--- src/rtl/sb_pkg.sv ---
// Shared sideband definitions used by the RX pattern detector and the TX pattern generator.
package sb_pkg;

    // One full SBINIT clock-pattern word: alternating 1/0 starting with 1 in the MSB.
    localparam logic [63:0] SB_CLK_PATTERN        = 64'hAAAA_AAAA_AAAA_AAAA;
    localparam int          SB_CYCLES_PER_MS      = 100;
    localparam int          SB_PATTERN_TIMEOUT_MS = 8;

    // Converts a duration in milliseconds to block clock cycles.
    function automatic int sb_ms_to_cycles(input int ms);
        return ms * SB_CYCLES_PER_MS;
    endfunction

    localparam int SB_PATTERN_TIMEOUT_CYCLES = sb_ms_to_cycles(SB_PATTERN_TIMEOUT_MS);

    typedef enum logic [1:0] {
        SB_DET_IDLE    = 2'd0,
        SB_DET_SEARCH  = 2'd1,
        SB_DET_DONE    = 2'd2,
        SB_DET_TIMEOUT = 2'd3
    } sb_det_state_e;

endpackage

--- src/rtl/sb_pattern_cmp.sv ---
// Combinational compare of one deserialized word against the clock pattern and its inverse.
module sb_pattern_cmp
    import sb_pkg::*;
#(
    parameter int                WORD_W     = 64,
    parameter logic [WORD_W-1:0] PATTERN    = SB_CLK_PATTERN,
    parameter bit                ACCEPT_INV = 1'b1
) (
    input  logic [WORD_W-1:0] data,
    output logic              hit,
    output logic              phase
);

    logic match_norm;
    logic match_inv;

    // Phase is 1 only for a pure inverted match; a normal match always reports phase 0.
    always_comb begin
        match_norm = (data == PATTERN);
        match_inv  = ACCEPT_INV && (data == ~PATTERN);
        hit        = match_norm | match_inv;
        phase      = ~match_norm & match_inv;
    end

endmodule

--- src/rtl/sb_rx_pattern_det.sv ---
// Sideband RX clock-pattern detector: counts consecutive pattern words, reports lock or timeout.
//
// state          | meaning
// ---------------+-----------------------------------------------------------
// SB_DET_IDLE    | detection not requested; counters, timer and phase cleared
// SB_DET_SEARCH  | timer running, counting consecutive same-phase pattern words
// SB_DET_DONE    | lock reached; locked level high, strobes ignored
// SB_DET_TIMEOUT | window expired without lock; strobes ignored
module sb_rx_pattern_det
    import sb_pkg::*;
#(
    parameter int                WORD_W         = 64,
    parameter logic [WORD_W-1:0] PATTERN        = SB_CLK_PATTERN,
    parameter int                REQ_MATCHES    = 2,
    parameter int                TIMEOUT_CYCLES = SB_PATTERN_TIMEOUT_CYCLES,
    parameter bit                ACCEPT_INV     = 1'b1
) (
    input  logic              i_clk,
    input  logic              i_rst,
    input  logic              i_start_detect,
    input  logic [WORD_W-1:0] i_de_ser_data,
    input  logic              i_de_ser_done,
    output logic              o_rx_sb_pattern_samp_done,
    output logic              o_pattern_locked,
    output logic              o_pattern_time_out,
    output logic [3:0]        o_match_cnt
);

    localparam int                 TIMER_W    = $clog2(TIMEOUT_CYCLES);
    localparam logic [TIMER_W-1:0] TIMER_LAST = TIMER_W'(TIMEOUT_CYCLES - 1);
    localparam logic [3:0]         REQ_CNT    = 4'(REQ_MATCHES);

    sb_det_state_e      state_q, state_d;
    logic [TIMER_W-1:0] timer_q, timer_d;
    logic [3:0]         match_cnt_q, match_cnt_d;
    logic               phase_q, phase_d;
    logic               samp_done_q, samp_done_d;
    logic               time_out_q, time_out_d;

    logic               word_hit;
    logic               word_phase;
    logic [3:0]         hit_cnt;

    sb_pattern_cmp #(
        .WORD_W     (WORD_W),
        .PATTERN    (PATTERN),
        .ACCEPT_INV (ACCEPT_INV)
    ) u_cmp (
        .data  (i_de_ser_data),
        .hit   (word_hit),
        .phase (word_phase)
    );

    // Count a hit would produce: same phase extends the run (saturating), a phase flip restarts at 1.
    always_comb begin
        hit_cnt = 4'd1;
        if (word_phase == phase_q) begin
            hit_cnt = (match_cnt_q < REQ_CNT) ? match_cnt_q + 4'd1 : match_cnt_q;
        end
    end

    // Next-state, counter and pulse decode; dropping start has priority over everything else.
    always_comb begin
        state_d     = state_q;
        timer_d     = timer_q;
        match_cnt_d = match_cnt_q;
        phase_d     = phase_q;
        samp_done_d = 1'b0;
        time_out_d  = 1'b0;

        if (!i_start_detect) begin
            state_d     = SB_DET_IDLE;
            timer_d     = '0;
            match_cnt_d = '0;
            phase_d     = 1'b0;
        end else begin
            case (state_q)
                SB_DET_IDLE: begin
                    state_d     = SB_DET_SEARCH;
                    timer_d     = '0;
                    match_cnt_d = '0;
                    phase_d     = 1'b0;
                end
                SB_DET_SEARCH: begin
                    // Timer saturates at its terminal value; the state leaves SEARCH there anyway.
                    if (timer_q != TIMER_LAST) begin
                        timer_d = timer_q + TIMER_W'(1);
                    end
                    if (i_de_ser_done) begin
                        if (word_hit) begin
                            match_cnt_d = hit_cnt;
                            phase_d     = word_phase;
                        end else begin
                            match_cnt_d = '0;
                        end
                    end
                    // Lock is checked first so a lock on the terminal cycle beats the timeout.
                    if (i_de_ser_done && word_hit && (hit_cnt == REQ_CNT)) begin
                        state_d     = SB_DET_DONE;
                        samp_done_d = 1'b1;
                    end else if (timer_q == TIMER_LAST) begin
                        state_d    = SB_DET_TIMEOUT;
                        time_out_d = 1'b1;
                    end
                end
                SB_DET_DONE: begin
                    state_d = SB_DET_DONE;
                end
                SB_DET_TIMEOUT: begin
                    state_d = SB_DET_TIMEOUT;
                end
                default: begin
                    state_d = SB_DET_IDLE;
                end
            endcase
        end
    end

    // State, counters and registered pulses; async reset clears everything with no release pulse.
    always_ff @(posedge i_clk or posedge i_rst) begin
        if (i_rst) begin
            state_q     <= SB_DET_IDLE;
            timer_q     <= '0;
            match_cnt_q <= '0;
            phase_q     <= 1'b0;
            samp_done_q <= 1'b0;
            time_out_q  <= 1'b0;
        end else begin
            state_q     <= state_d;
            timer_q     <= timer_d;
            match_cnt_q <= match_cnt_d;
            phase_q     <= phase_d;
            samp_done_q <= samp_done_d;
            time_out_q  <= time_out_d;
        end
    end

    assign o_rx_sb_pattern_samp_done = samp_done_q;
    assign o_pattern_time_out        = time_out_q;
    assign o_pattern_locked          = (state_q == SB_DET_DONE);
    assign o_match_cnt               = match_cnt_q;

endmodule

--- config.mk ---
export PLATFORM = sky130hd
export DESIGN_NAME = sb_rx_pattern_det
export DESIGN_NICKNAME = d
export VERILOG_FILES = /design/src/rtl/sb_pkg.sv /design/src/rtl/sb_pattern_cmp.sv /design/src/rtl/sb_rx_pattern_det.sv
export SDC_FILE = /design/constraint.sdc
export NUM_CORES = 1
export LEC_CHECK = 0
export ABC_AREA = 0
export CORE_MARGIN = 4
export CORE_UTILIZATION = 46
export DETAILED_ROUTE_END_ITERATION = 6
export GPL_TIMING_DRIVEN = 0
export MAX_ROUTING_LAYER = met4
export PLACE_DENSITY = 0.87
export SLEW_MARGIN = 0
export SYNTH_ARGS = -nofsm -noshare
export SYNTH_HDL_FRONTEND = slang
export SYNTH_SLANG_ARGS = --single-unit
--- constraint.sdc ---
create_clock -name i_clk -period 4.6 [get_ports i_clk]
set_input_delay 0.92 -clock i_clk [delete_from_list [all_inputs] [get_ports i_clk]]
set_output_delay 0.92 -clock i_clk [all_outputs]
set_load 0.02 [all_outputs]
After elaboration in Yosys (flattened, before gate mapping)
Index checks and enable logic that the tools add are counted.
{"block": "op_classes", "n_reduce_logical": 6, "magnitude_cmp": 1, "eq_ne": 14, "n_mux": 24, "bitwise": 3, "addsub": 2}
{"op": "equality test 64 x 63 -> 1 bit (second input constant)", "n": 1}
{"op": "equality test 64 bit (second input constant)", "n": 1}
{"op": "2-to-1 mux 10 bit", "n": 2}
{"op": "2-to-1 mux 4 bit", "n": 5}
{"op": "one-hot mux 10 bit (2 select lines)", "n": 1}
{"op": "adder 10 x 1 -> 10 bit (second input constant)", "n": 1}
{"op": "equality test 10 bit (second input constant)", "n": 1}
{"op": "2-to-1 mux 1 bit", "n": 10}
{"op": "!= test 10 bit (second input constant)", "n": 1}
{"op": "!= test 3 bit (second input constant)", "n": 3}
{"op": "one-hot mux 2 bit (4 select lines)", "n": 1}
{"op": "one-hot mux 4 bit (2 select lines)", "n": 1}
{"op": "2-to-1 mux 2 bit", "n": 3}
{"op": "adder 4 x 1 -> 4 bit (second input constant)", "n": 1}
{"op": "equality test 2 bit (second input constant)", "n": 2}
{"op": "equality test 4 x 2 -> 1 bit (second input constant)", "n": 1}
{"op": "less-than comparator 4 x 2 -> 1 bit (second input constant)", "n": 1}
{"op": "!= test 4 bit (second input constant)", "n": 1}
{"op": "AND reduction 2 bit", "n": 2}
{"op": "!= test 3 x 1 -> 1 bit (second input constant)", "n": 1}
{"op": "AND reduction 3 bit", "n": 1}
{"op": "equality test 2 x 1 -> 1 bit (second input constant)", "n": 1}
{"op": "logical AND 1 bit", "n": 2}
{"op": "logical NOT 2 bit", "n": 1}
{"op": "other kinds (5)", "n": 5}
{"block": "word_totals", "output_inout_bits": 7, "inputBits": 68, "regBits": 19, "word_cells": 56}

Depth between registers and ports, before layout
Gate-level depths: netlist of the first run.
{"block": "logic_depth", "ltp_word": 10, "depth_mapped": 8, "depth_no_buf": 7}

By module
Synthesis of the first run repeated with hierarchy kept, for this count alone.
{"block": "unflattened", "hier_cells": 166, "area_unflattened_um2": 1500.2}
{"mod": "sb_rx_pattern_det", "seq_area_each_um2": 475.5, "area_each_um2": 1092.3, "n_inst": 1, "cells_per_inst": 121}
{"mod": "sb_pattern_cmp", "seq_area_each_um2": 0.0, "area_each_um2": 407.9, "n_inst": 1, "cells_per_inst": 45}

Least setup slack after synthesis of the first run
Ideal clock, no wire load.
{"block": "synth_timing", "path_kind": "input -> register", "start": "in i_de_ser_data[8]", "end": "reg state_q[0]", "required_time_ns": 4.454, "setup_slack_ns": 2.085, "arrival_time_ns": 2.369, "cell_stages": 6, "n_path_buf": 0, "path_cell_list": "and4bb_2 > nand2_1 > or3_1 > or4_4 > a21oi_1 > a211oi_1"}
{"block": "synth_between", "elab_chain_cells": 10}
{"element": "start, declared", "line_no": "sb_rx_pattern_det.sv:21", "rtl": "input logic [WORD_W-1:0] i_de_ser_data,"}
{"element": "equality test 64 bit", "line_no": "sb_pattern_cmp.sv:19", "rtl": "match_norm = (data == PATTERN);"}
{"element": "inverter 1 bit", "line_no": "sb_pattern_cmp.sv:22", "rtl": "phase = ~match_norm & match_inv;"}
{"element": "bitwise AND 1 bit", "line_no": "sb_pattern_cmp.sv:22"}
{"element": "equality test 1 bit", "line_no": "sb_rx_pattern_det.sv:57", "rtl": "if (word_phase == phase_q) begin"}
{"element": "2-to-1 mux 4 bit", "line_no": "sb_rx_pattern_det.sv:57"}
{"element": "equality test 4 x 2 -> 1 bit", "line_no": "sb_rx_pattern_det.sv:98", "rtl": "if (i_de_ser_done && word_hit && (hit_cnt == REQ_CNT)) begin"}
{"element": "logical AND 1 bit *", "line_no": "sb_rx_pattern_det.sv:98"}
{"element": "2-to-1 mux 2 bit", "line_no": "sb_rx_pattern_det.sv:98"}
{"element": "one-hot mux 2 bit (4 select lines)", "line_no": "sb_rx_pattern_det.sv:77", "rtl": "case (state_q)"}
{"element": "2-to-1 mux 2 bit", "line_no": "sb_rx_pattern_det.sv:71", "rtl": "if (!i_start_detect) begin"}
{"element": "end signal, assigned", "line_no": "sb_rx_pattern_det.sv:129", "rtl": "state_q <= state_d;"}
{"element": "end, declared", "line_no": "sb_rx_pattern_det.sv:33", "rtl": "sb_det_state_e state_q, state_d;"}
Mark *: on every way between the ends. The rest lies on a longest branch, timed or not.
A chain may end at the register's enable or synchronous reset.

Final worst setup path of the first run
{"block": "layout_timing", "start": "in i_de_ser_data[27]", "end": "reg state_q[0]"}
Same word-level chain as after synthesis.

==> reports/metrics.yaml, run 1 <==
status: "finished, final reports clean"
p_per_area_nw_per_um2: 156
cts-root-buf: "clkbuf_8"
grtUsageTotal: 0.259
rsz0062_at_grt: "no"
diodes: 0
layout-drive-gt1-share: 0.0386
clkSlewWorstSetupHoldPaths_ns: 0.07
avgSynthCellArea_um2: 9.37
met1Wirelength_um: 2330
num_vias: 1953
drt-total-wl_um: 5520
crit_required_ns: 4.74
dieWidth_um: 68.7
worst_hold_slack_ns: 0.545
min_path_type: "register to register"
tritoncts: "done"
slew-limit-headroom: 0.523
timing.rr.end: "timer_q[9]"
drt_pass1_iterations: 4
p_int_w: 0.000300
clkPwrFrac: 0.291
dr_wl_met3_um: 368
dp_hpwl_um: 4670
hold-path-endpoint: "timer_q[0]"
arrival_ns: 3.08
cp-start-kind: "input pin"
port_buffers: 74
gp_congestion: 0.934
antenna_found_initial: 0
maxCapViolations: 0
ys_types: 39
clk_latency_ns: 0.26
end_kind: "register"
ant_nets: 0
boundaryPins: 75
crit_type: "input pin to register"
dpl.cell_count: 301
cts_sinks: 19
floorplan.rows: 21
drc: 0
tightest_slew_ns: 0.710
reg2reg_slack_ns: 2.54
ys_seq_area_frac: 0.280
start_util: 0.493
ys_ff_latch: 19
syn_inst: 181
overflow: 0
top_layer: "met4"
synth_top_area_frac: 0.280
layout.nets: 330
reg2regPathDepth: 8
die_h_um: 68.7
path_max_fanout: 3
p_sw_w: 0.0000977
synth_nets: 251
fp.coreArea_um2: 3440
cts_max_path_buffers: 2
grt_max_degree: 20
hold_buffers: 0
met2_length_um: 2750
p_leak_nw: 0.940
setup_viol: 0
cts_max_level: 1
hold_depth: 1
max-vdd-ir-drop_mv: 0.0896
ys_warn_count: 0
wl_per_cell_um: 18.1
synth_area_leaders: "dfrtp_1, nor4bb_1, nand4_1"
die_area_um2: 4720
synth_top_area_cell: "dfrtp_1"
pwr-share-comb: 0.282
synth-main-ff-cell: "dfrtp_1"
drt_iter0_drc: 181
grt_pass1_wl_um: 8960
final.min_clock_period_ns: 2.94
area_growth_pct: 49.8
cp-startpoint: "i_de_ser_data[27]"
cts_buffers: 3
cts_setup_buffers: 0
final_common_cell: "clkdlybuf4s50_1"
drv_slew: 0
ys_async_sr_fraction: 1.00
stdcell_count: 305
cts_resized: 0
hold_violations: 0
setup_tns_ns: 0
fin_skew_ns: 0.00893
max_freq_mhz: 340
r2r_start: "timer_q[0]"
netlist_area_um2: 1700
first_global_vias: 1950
vias_per_cell: 6.40
fin_util: 0.738
final_cell_mix: "clkdlybuf4s50_1, nor4bb_1, nand4_1"
fin_crit_sh: 0.640
hp-start: "timer_q[0]"
switching_share: 0.246
synth_edf_count: 0
seq_power_share: 0.427
[critical path, stage by stage]
cell	delay, ns
clkdlybuf4s50_1	0.49
nor4bb_1	0.32
nand4_1	0.14
or3_1	0.34
or4_4	0.52
a21oi_1	0.22
a211oi_1	0.12
[cell usage after synthesis (all sizes together) (2+ instances only)]
cell and number:
nor2b 2, nor2 10, and4bb 5, ha 2
dfrtp 19, and2 2, nor3 2, o21ai 8
nor4b 6, nand3 3, o2bb2ai 2, nand4 22
and4b 6, nor3b 3, nand2b 2, inv 3
nand2 13, a21oi 4, nor4bb 39, nor4 3
and3 5, xor2 6
[kinds of logic (layout without fill, tap and decap cells)]
kind of cell             after synthesis  in the layout  synth area share
multiplexers                           2              2            0.0125
XOR/XNOR                               7              7            0.0362
adder cells (fa/ha/maj)                2              2            0.0148
flip-flops                            19             19             0.280
AO/OA/AOI/OAI                         20             20            0.0723
buffers and inverters                  4             82           0.00885
AND/OR/NAND/NOR                      127            127             0.575
[layer usage]
layer  vias up  GRT usage
li1        912          -
met1       947      0.322
met2        88      0.433
met3         6     0.0340
met4         0     0.0852
met5         -          -
[worst max-delay path by stage]
| stage | endpoint | slack [ns] | depth (start not counted) |
|---|---|---|---|
| 2_1_floorplan | state_q[0] | 2.09 | 6 |
| 4_1_cts | state_q[0] | 1.68 | 7 |
| 6_report | state_q[0] | 1.66 | 7 |
| 3_3_place_gp | state_q[0] | 1.41 | 7 |
| 3_5_place_dp | state_q[0] | 1.40 | 7 |
| 5_1_grt | o_match_cnt[2] | 1.50 | 7 |
[final cells by class]
class / instances / area (um2)
Buffer: 1 / 3.75
Clock buffer: 3 / 41.3
Clock inverter: 1 / 5.00
Fill cell: 281 / 902
Inverter: 3 / 11.3
Multi-Input combinational cell: 158 / 1200
Sequential cell: 19 / 475
Tap cell: 46 / 57.6
Timing Repair Buffer: 74 / 741
[flip-flops by register name (all words and copies together), names as in the netlist]
name / cells
state_q: 2
o_rx_sb_pattern_samp_done: 1
o_pattern_time_out: 1
phase_q: 1
o_match_cnt: 4
timer_q: 10
[stage by stage]
stage,worst slack (ns),area (um2),total power [W]
floorplan,2.09,1700,0.000202
global placement,1.41,2490,0.000283
detailed placement,1.40,2490,0.000284
CTS,1.68,2540,0.000399
global route,1.50,2540,0.000415
finish,1.66,2540,0.000397
[power by group through the flow]
stage           logic, W  clock network, W  registers, W
3_3_place_gp    0.000110                 0      0.000173
6_report        0.000112          0.000116      0.000170
2_1_floorplan  0.0000298                 0      0.000172
5_1_grt         0.000119          0.000125      0.000170
3_5_place_dp    0.000111                 0      0.000173
4_1_cts         0.000111          0.000118      0.000170
No activity file was read; power rests on OpenSTA's default activity.
==> run 2: changes to the inputs <==
--- a/config.mk
+++ b/config.mk
@@ -7,11 +7,11 @@
 export LEC_CHECK = 0
 export ABC_AREA = 0
 export CORE_MARGIN = 4
-export CORE_UTILIZATION = 46
+export CORE_UTILIZATION = 42
 export DETAILED_ROUTE_END_ITERATION = 6
 export GPL_TIMING_DRIVEN = 0
 export MAX_ROUTING_LAYER = met4
-export PLACE_DENSITY = 0.87
+export PLACE_DENSITY = 0.8
 export SLEW_MARGIN = 0
 export SYNTH_ARGS = -nofsm -noshare
 export SYNTH_HDL_FRONTEND = slang
==> constraint.sdc (replaced) <==
create_clock -name i_clk -period 3 [get_ports i_clk]
set_input_delay 0.6 -clock i_clk [delete_from_list [all_inputs] [get_ports i_clk]]
set_output_delay 0.6 -clock i_clk [all_outputs]
set_load 0.02 [all_outputs]
==> reports/metrics.yaml, run 2 (same netlist as run 1, synthesis figures left out) <==
first_global_vias: 1900
grtUsageTotal: 0.219
tightest_slew_ns: 0.701
end_kind: "register"
num_vias: 1907
antenna_found_initial: 0
use_met1: 0.279
ant_nets: 0
timing.rr.end: "timer_q[4]"
floorplan.rows: 22
fin_skew_ns: 0.00417
drt_iter0_drc: 116
hold_depth: 1
grt_pass1_wl_um: 8850
postLayoutCellArea_um2: 2540
port_buffers: 74
fin_crit_sh: 0.880
crit_type: "input pin to register"
reg2reg_slack_ns: 0.97
status: "finished, final reports clean"
die_h_um: 71.5
start_util: 0.450
slew-limit-headroom: 0.532
maxCapViolations: 0
fp.coreArea_um2: 3770
busiest_layer: "met2"
p_per_area_nw_per_um2: 241
crit_required_ns: 3.13
die_area_um2: 5120
setup_viol: 0
hp-start: "timer_q[0]"
final_common_cell: "clkdlybuf4s50_1"
place_area_um2: 2500
cts_sinks: 19
cts_max_path_buffers: 2
reg2regPathDepth: 8
rsz0062_at_grt: "no"
grt.met3_usage: 0.0252
final_cell_mix: "clkdlybuf4s50_1, nor4bb_1, nand4_1"
dieWidth_um: 71.5
cts_resized: 0
arrival_ns: 2.77
max_freq_mhz: 379
vias_per_cell: 6.21
drt-total-wl_um: 5450
drt_pass1_iterations: 4
r2r_start: "timer_q[0]"
fin_total_pwr_w: 0.000613
largest_reg_flops: 10
clkSlewWorstSetupHoldPaths_ns: 0.07
diodes: 0
place_ws_ns: 0.103
cts_max_level: 1
hold_violations: 0
setup_tns_ns: 0
p_leak_nw: 0.940
tritoncts: "done"
layout-drive-gt1-share: 0.0386
fillers: 315
boundaryPins: 75
dp_hpwl_um: 4630
cts_setup_buffers: 0
gp_congestion: 0.881
cts-root-buf: "clkbuf_8"
hold-path-endpoint: "timer_q[0]"
overflow: 0
grtUsageMet2: 0.360
hold_buffers: 0
drv_slew: 0
drc: 0
clk_latency_ns: 0.26
largest-register: "timer_q"
layout.nets: 330
path_max_fanout: 3
max-vdd-ir-drop_mv: 0.130
grt_max_degree: 20
final.min_clock_period_ns: 2.64
cp-start-kind: "input pin"
cts_buffers: 3
wl_per_cell_um: 17.8
min_path_type: "register to register"
area_growth_pct: 50.0
fin_ws_ns: 0.361
[run 2: area by class of cell]
class	instances	area, um2	area share
Tap cell	48	60.1	0.0236
Multi-Input combinational cell	158	1200	0.474
Inverter	3	11.3	0.00443
Clock buffer	3	41.3	0.0162
Sequential cell	19	475	0.187
Clock inverter	1	5.00	0.00197
Buffer	1	3.75	0.00148
Timing Repair Buffer	74	741	0.291
[run 2: routing by layer]
metal  vias to the layer above  wire, um
li1                        911         -
met1                       905      2420
met2                        82      2570
met3                         9       342
met4                         0       117
met5                         -         0
[run 2: how the worst max path moves through the flow]
| stage | start | endpoint | slack [ns] | cells after the start |
|---|---|---|---|---|
| global route | i_de_ser_data[27] | state_q[0] | 0.24 | 7 |
| finish | i_de_ser_data[27] | state_q[0] | 0.36 | 7 |
| detailed placement | i_de_ser_data[27] | state_q[0] | 0.10 | 7 |
| floorplan | i_de_ser_data[8] | state_q[0] | 0.81 | 6 |
| global placement | i_de_ser_data[27] | state_q[0] | 0.12 | 7 |
| CTS | i_de_ser_data[27] | state_q[0] | 0.37 | 7 |
[run 2: stage by stage]
stage	util	hold WS, ns	cells
3_5_place_dp	0.662	0.520	303
6_report	0.674	0.530	307
5_1_grt	0.674	0.566	307
3_3_place_gp	0.662	0.512	303
4_1_cts	0.674	0.531	307
2_1_floorplan	-	0.490	181
[run 2: worst max-delay path: stages]
cell and delay, ns:
clkdlybuf4s50_1 0.49, nor4bb_1 0.32, nand4_1 0.14, or3_1 0.33
or4_4 0.52, a21oi_1 0.25, a211oi_1 0.12
[run 2: power by group]
| part | switching (W) | internal [W] | leakage (nW) |
|---|---|---|---|
| clock network | 0.0000885 | 0.0000925 | 0.0255 |
| registers | 0.00000203 | 0.000258 | 0.262 |
| logic | 0.0000626 | 0.000109 | 0.653 |
| total | 0.000153 | 0.000459 | 0.940 |
